[src/rtl/ram_bank_access_ctrl_pkg.sv]
// Shared types and constants for the four-bank RAM request controller.
// The request struct carries a 7-bit flat word address: [6:5] bank, [4:0] word.
package ram_bank_access_ctrl_pkg;

    localparam int BANK_BITS = 2;
    localparam int WORD_BITS = 5;
    localparam int ADDR_BITS = BANK_BITS + WORD_BITS;
    localparam int DATA_BITS = 32;

    localparam logic RW_WRITE = 1'b1;

    typedef enum logic [2:0] {
        IDLE,
        SELECT,
        ACCESS,
        RD_WAIT,
        RESP
    } state_t;

    typedef struct packed {
        logic                 we;
        logic [ADDR_BITS-1:0] addr;
        logic [DATA_BITS-1:0] wdata;
    } req_t;

    function automatic logic [BANK_BITS-1:0] addr_bank(input logic [ADDR_BITS-1:0] addr);
        return addr[ADDR_BITS-1:WORD_BITS];
    endfunction

    function automatic logic [WORD_BITS-1:0] addr_word(input logic [ADDR_BITS-1:0] addr);
        return addr[WORD_BITS-1:0];
    endfunction

endpackage

[src/rtl/ram_req_fifo.sv]
// Synchronous request FIFO; pointers carry one extra wrap bit to tell full from empty.
module ram_req_fifo
    import ram_bank_access_ctrl_pkg::*;
#(
    parameter int DEPTH = 4
) (
    input  logic clk,
    input  logic rst,
    input  logic push,
    input  logic pop,
    input  req_t din,
    output req_t dout,
    output logic full,
    output logic empty
);

    localparam int PW = $clog2(DEPTH);

    logic [PW:0] wr_ptr;
    logic [PW:0] rd_ptr;
    req_t        mem [DEPTH];

    always_ff @(posedge clk or posedge rst) begin
        if (rst) begin
            wr_ptr <= '0;
            rd_ptr <= '0;
        end else begin
            if (push) wr_ptr <= wr_ptr + (PW+1)'(1);
            if (pop)  rd_ptr <= rd_ptr + (PW+1)'(1);
        end
    end

    always_ff @(posedge clk) begin
        if (push) mem[wr_ptr[PW-1:0]] <= din;
    end

    assign dout  = mem[rd_ptr[PW-1:0]];
    assign empty = (wr_ptr == rd_ptr);
    assign full  = (wr_ptr[PW] != rd_ptr[PW]) && (wr_ptr[PW-1:0] == rd_ptr[PW-1:0]);

endmodule

[src/rtl/ram_bank_access_ctrl.sv]
// Request sequencer for the four-bank 32x32 RAM array. Tracks the bank latched in the
// array's registered decoder so that same-bank accesses skip the SELECT cycle.
module ram_bank_access_ctrl
    import ram_bank_access_ctrl_pkg::*;
#(
    parameter int DEPTH   = 4,
    parameter int RD_LAT  = 1,
    parameter int DW      = 32,
    parameter int AW_WORD = 5
) (
    input  logic               clk,
    input  logic               rst,
    input  logic               req_valid,
    output logic               req_ready,
    input  logic               req_we,
    input  logic [6:0]         req_addr,
    input  logic [DW-1:0]      req_wdata,
    output logic               rsp_valid,
    input  logic               rsp_ready,
    output logic [DW-1:0]      rsp_rdata,
    output logic [1:0]         mem_cs_sel,
    output logic [AW_WORD-1:0] mem_addr,
    output logic               mem_rw,
    output logic [DW-1:0]      mem_wdata,
    input  logic [DW-1:0]      mem_rdata,
    output logic               busy
);

    localparam logic [1:0] RD_CNT_INIT = 2'(RD_LAT - 1);

    state_t state, state_nx;

    req_t push_req;
    req_t head;
    logic fifo_full, fifo_empty;
    logic push, pop;

    logic                 cur_we;
    logic [BANK_BITS-1:0] cur_bank;
    logic [WORD_BITS-1:0] cur_word;
    logic [DW-1:0]        cur_wdata;
    logic [BANK_BITS-1:0] sel_bank;
    logic                 sel_valid;
    logic [1:0]           rd_cnt;
    logic [AW_WORD-1:0]   mem_addr_q;
    logic [DW-1:0]        mem_wdata_q;
    logic                 rsp_valid_q;
    logic [DW-1:0]        rsp_rdata_q;

    assign push_req = '{we: req_we, addr: req_addr, wdata: req_wdata};
    assign push     = req_valid && !fifo_full;

    ram_req_fifo #(.DEPTH(DEPTH)) u_fifo (
        .clk   (clk),
        .rst   (rst),
        .push  (push),
        .pop   (pop),
        .din   (push_req),
        .dout  (head),
        .full  (fifo_full),
        .empty (fifo_empty)
    );

    always_comb begin
        state_nx = state;
        pop      = 1'b0;
        case (state)
            IDLE: begin
                if (!fifo_empty) begin
                    pop = 1'b1;
                    if (sel_valid && (sel_bank == addr_bank(head.addr)))
                        state_nx = ACCESS;
                    else
                        state_nx = SELECT;
                end
            end
            SELECT:  state_nx = ACCESS;
            ACCESS:  state_nx = (cur_we == RW_WRITE) ? IDLE : RD_WAIT;
            RD_WAIT: if (rd_cnt == 2'd0) state_nx = RESP;
            RESP:    if (rsp_ready) state_nx = IDLE;
            default: state_nx = IDLE;
        endcase
    end

    always_ff @(posedge clk or posedge rst) begin
        if (rst) begin
            state       <= IDLE;
            cur_we      <= 1'b0;
            cur_bank    <= '0;
            cur_word    <= '0;
            cur_wdata   <= '0;
            sel_bank    <= '0;
            sel_valid   <= 1'b0;
            rd_cnt      <= '0;
            mem_addr_q  <= '0;
            mem_wdata_q <= '0;
            rsp_valid_q <= 1'b0;
            rsp_rdata_q <= '0;
        end else begin
            state <= state_nx;
            if (pop) begin
                cur_we    <= head.we;
                cur_bank  <= addr_bank(head.addr);
                cur_word  <= addr_word(head.addr);
                cur_wdata <= head.wdata;
            end
            if (state == SELECT) begin
                sel_bank  <= cur_bank;
                sel_valid <= 1'b1;
            end
            // Address/data registers load on entry to ACCESS and hold through RD_WAIT/RESP.
            if (state_nx == ACCESS) begin
                mem_addr_q  <= pop ? addr_word(head.addr) : cur_word;
                mem_wdata_q <= pop ? head.wdata : cur_wdata;
            end
            if (state == ACCESS)
                rd_cnt <= RD_CNT_INIT;
            else if ((state == RD_WAIT) && (rd_cnt != 2'd0))
                rd_cnt <= rd_cnt - 2'd1;
            if ((state == RD_WAIT) && (rd_cnt == 2'd0)) begin
                rsp_valid_q <= 1'b1;
                rsp_rdata_q <= mem_rdata;
            end else if ((state == RESP) && rsp_ready) begin
                rsp_valid_q <= 1'b0;
            end
        end
    end

    assign req_ready  = !fifo_full;
    assign rsp_valid  = rsp_valid_q;
    assign rsp_rdata  = rsp_rdata_q;
    assign mem_cs_sel = (state == SELECT) ? cur_bank : sel_bank;
    assign mem_addr   = mem_addr_q;
    assign mem_rw     = (state == ACCESS) && (cur_we == RW_WRITE);
    assign mem_wdata  = mem_wdata_q;
    assign busy       = !fifo_empty || (state != IDLE);

endmodule
[config.mk]
export PLATFORM = sky130hd
export DESIGN_NAME = ram_bank_access_ctrl
export DESIGN_NICKNAME = d
export VERILOG_FILES = /design/src/rtl/ram_bank_access_ctrl_pkg.sv /design/src/rtl/ram_req_fifo.sv /design/src/rtl/ram_bank_access_ctrl.sv
export SDC_FILE = /design/constraint.sdc
export NUM_CORES = 1
export LEC_CHECK = 0
export CAP_MARGIN = 20
export CORE_MARGIN = 2
export CORE_UTILIZATION = 54
export CTS_CLUSTER_DIAMETER = 120
export DETAILED_ROUTE_END_ITERATION = 16
export PLACE_DENSITY = 0.79
export SLEW_MARGIN = 20
export SYNTH_ARGS = -nofsm -noshare
export SYNTH_HDL_FRONTEND = slang
export SYNTH_HIERARCHICAL = 1
export SYNTH_SLANG_ARGS = --single-unit
[constraint.sdc]
create_clock -name clk -period 4.9 [get_ports clk]
set_input_delay 1.47 -clock clk [delete_from_list [all_inputs] [get_ports clk]]
set_output_delay 1.47 -clock clk [all_outputs]
set_load 0.05 [all_outputs]
==> results.py <==
metrics = {
    "run_status": {
        "outcome": "finished, final reports clean",
    },
    "global_route": {
        "grt_util_met1": 0.263,
        "grt.met2_usage": 0.352,
        "grt_start_max_net_pins": 64,
        "number_of_antenna_violations_at_the_first_check_in_global_routing": 0,
        "overflow": 0,
        "global_routing_s_busiest_layer": "met2",
        "grt_first_pass_wirelength_mm": 34.3,
        "grt_pass1_vias": 6256,
        "grt_usage": 0.204,
        "grtUsageMet3": 0.0381,
    },
    "timing": {
        "layout_worst_path_cycle_share": 0.834,
        "rsz0062_at_grt": "no",
        "layout_setup_ws_ns": 0.812,
        "finish_stage_setup_viols": 0,
        "timing_worst_slew_pin_value_ns": 1.10,
        "clock-skew-final_ns": 0.00693,
        "maxSlewViolCount": 0,
        "timing.setup.tns_ns": 0,
        "max-slew-margin-rel": 0.266,
        "fmax_mhz": 245,
        "timing.final.crit_period_ns": 4.09,
        "timing.final.hold_violations": 0,
    },
    "placement": {
        "place_inst": 968,
        "place_ws_ns": 1.17,
        "detailed_place_hpwl_mm": 13.1,
        "gp_congestion": 0.762,
        "placement.io_buffers": 150,
    },
    "route": {
        "drt-initial-drc-count": 291,
        "drt_first_pass_iters": 5,
        "via_count": 5763,
        "route.antenna.remaining_nets": 0,
        "drcViolationCount": 0,
        "routedWlPerCell_um": 21.1,
        "via_cell_ratio": 5.67,
        "route.final.wire_length_mm": 21.5,
    },
    "yosys": {
        "synth.largest_area_cell": "sky130_fd_sc_hd__edfxtp_1",
        "synth-seq-cells": 284,
        "dominant_register_cell_in_the_synthesized_netlist": "sky130_fd_sc_hd__edfxtp_1",
        "synth_async_sr_flop_share": 0.437,
        "synth.top_cell.area_share": 0.438,
        "synth-edff-count": 160,
        "synthTopCellsByCount": "sky130_fd_sc_hd__edfxtp_1 (160), sky130_fd_sc_hd__dfrtp_1 (124), sky130_fd_sc_hd__mux2_2 (74)",
        "synth.yosys.warnings": 6,
        "synthesis.instances": 569,
        "postSynthAreaPerCell_um2": 19.3,
        "sequential_element_share_of_the_synthesized_area": 0.721,
        "synth_area_leaders": "sky130_fd_sc_hd__edfxtp_1 (44%), sky130_fd_sc_hd__dfrtp_1 (28%), sky130_fd_sc_hd__mux4_2 (7.8%)",
        "synth_area_um2": 11000,
        "synthMostInstantiatedCell": "sky130_fd_sc_hd__edfxtp_1",
        "postSynthNetCount": 651,
        "synth.lib_cells_used.distinct": 37,
    },
    "floorplan": {
        "chipWidth_um": 147,
        "die_y_um": 147,
        "std_cell_rows": 52,
        "coreArea_um2": 20100,
        "initial_core_util": 0.545,
        "ioPinCount": 151,
        "fp.dieArea_um2": 21500,
    },
    "cts": {
        "post_cts_setup_repair_buffer_count": 0,
        "worst_setup_hold_path_clk_slew_ns": 0.06,
        "tritoncts.num_buffers": 27,
        "tritoncts": "built",
        "cts-root-to-sink-buffers": 3,
        "worstSkewPairLatency_ns": 0.53,
        "clock_sink_count": 284,
        "post_cts.resized_instances": 0,
        "htreeDepth": 1,
        "cts_hold_buffers": 0,
        "clock_tree.root_cell": "sky130_fd_sc_hd__clkbuf_16",
    },
    "critical_path": {
        "worstPathCellList": "or3b_2 -> mux2_2 -> clkdlybuf4s50_1",
        "crit_path_top_delay_cell": "sky130_fd_sc_hd__clkdlybuf4s50_1",
        "critical_path.endpoint_type": "output pin",
        "cp_data_required_time_ns": 3.43,
        "cpPeakStageDelay_ns": 0.81,
        "rr_startpoint": "u_fifo/rd_ptr[0]$_DFFE_PP0P_",
        "setup.worst_path.start_class": "register",
        "timing.setup.critical_path_class": "reg -> out",
        "timing.critical_path.fanout_max": 11,
        "arrival_time_of_data_at_the_critical_path_endpoint_ns": 2.62,
        "worst_setup_path_startpoint": "state[0]$_DFF_PP0_",
    },
    "final_layout": {
        "layout_cell_share_with_drive_strength_beyond_1": 0.300,
        "post-route-util": 0.677,
        "final_cell_count_no_fill": 1017,
        "antenna_cells": 0,
        "nFillCells": 1247,
        "multi_input_area_um2": 2810,
        "layout.area.seq_um2": 7910,
        "area_delta_synth_final_pct": 24.1,
        "finish.net_count": 809,
    },
    "pwr": {
        "power.ir.vdd_worst_v": 0.000413,
        "totalPowerFinal_mw": 10.5,
        "p_per_area_nw_per_um2": 768,
        "static-leakage-power_nw": 4.93,
    },
    "hold_path": {
        "holdCritPathClass": "reg -> reg",
        "worstHoldStart": "cur_we$_DFFE_PP0P_",
    },
    "flow_run": {
        "maxCapViolCount": 0,
    },
}
==> sequential cells by signal, indices dropped and copies added, names as in the netlist <==
signal	cells
cur_bank	2
cur_wdata	32
cur_we	1
cur_word	5
mem_addr	5
mem_wdata	32
rd_cnt	2
rsp_rdata	32
rsp_valid	1
sel_bank	2
sel_valid	1
state	3
u_fifo/mem	160
u_fifo/rd_ptr	3
u_fifo/wr_ptr	3
==> cell usage in the layout (no fill, tap or decap), types with 12 or more instances in the layout <==
master / Yosys / layout
sky130_fd_sc_hd__edfxtp_1: 160 / 160
sky130_fd_sc_hd__clkdlybuf4s50_1: 0 / 150
sky130_fd_sc_hd__dfrtp_1: 124 / 122
sky130_fd_sc_hd__mux2_2: 74 / 74
sky130_fd_sc_hd__mux4_2: 38 / 38
sky130_fd_sc_hd__or2_2: 37 / 37
sky130_fd_sc_hd__o221a_1: 29 / 29
sky130_fd_sc_hd__clkbuf_16: 0 / 28
sky130_fd_sc_hd__nand2_1: 12 / 12
==> logic make-up after synthesis <==
logic type / synth area share
compound gates: 0.0455
xor+xnor: 0.00719
fa+ha+maj: 0.00685
buf+inv: 0.0237
flops: 0.721
mux: 0.159
simple gates: 0.0369
==> routing by layer <==
metal / share of wire / up-vias / wire (um)
met4: 0.028 / 0 / 599
met2: 0.51 / 230 / 11000
met1: 0.40 / 2960 / 8480
met3: 0.066 / 40 / 1410
li1: - / 2533 / -
met5: 0 / - / 0
==> report_power, final <==
| group | total (mW) | internal (mW) | leakage (nW) | switching [mW] |
|---|---|---|---|---|
| combinational | 4.58 | 1.93 | 1.59 | 2.65 |
| clock | 2.09 | 1.23 | 0.444 | 0.851 |
| sequential | 3.79 | 3.42 | 2.89 | 0.368 |
| total | 10.5 | 6.58 | 4.93 | 3.87 |
==> final timing paths <==
| kind | to | cells after the start | slack [ns] |
|---|---|---|---|
| max | mem_cs_sel[0] | 3 | 0.81 |
| min | cur_we$_DFFE_PP0P_ | 2 | 0.49 |
| max reg2reg | mem_wdata[1]$_DFFE_PP0N_ | 5 | 1.72 |
| min reg2reg | cur_we$_DFFE_PP0P_ | 2 | 0.49 |
| max in group asynchronous | cur_wdata[30]$_DFF_PP0_ | 3 | 2.66 |
| min in group asynchronous | u_fifo/rd_ptr[2]$_DFFE_PP0P_ | 2 | 1.26 |
==> area by class of cell <==
cell class              instances  share of cell area
inverters                      10             0.00294
flip-flops and latches        284               0.581
repair buffers                160               0.118
clock buffers                  33              0.0543
multi-input cells             244               0.206
clock inverters                16              0.0123
well taps                     270              0.0248
==> through the flow <==
stage,area [um2],hold slack [ns]
floorplan,11000,0.447
global placement,12700,0.477
detailed placement,12700,0.473
CTS,13600,0.489
global route,13600,0.508
finish,13600,0.486
==> critical path, delay by kind of cell, from the launching register on <==
kind | cells | cell delay [ns]
simple gates | 1 | 0.52
mux | 1 | 0.26
buf+inv | 1 | 0.81
flops | 1 | 0.50
Note: power is estimated with default switching activity, not from simulation.
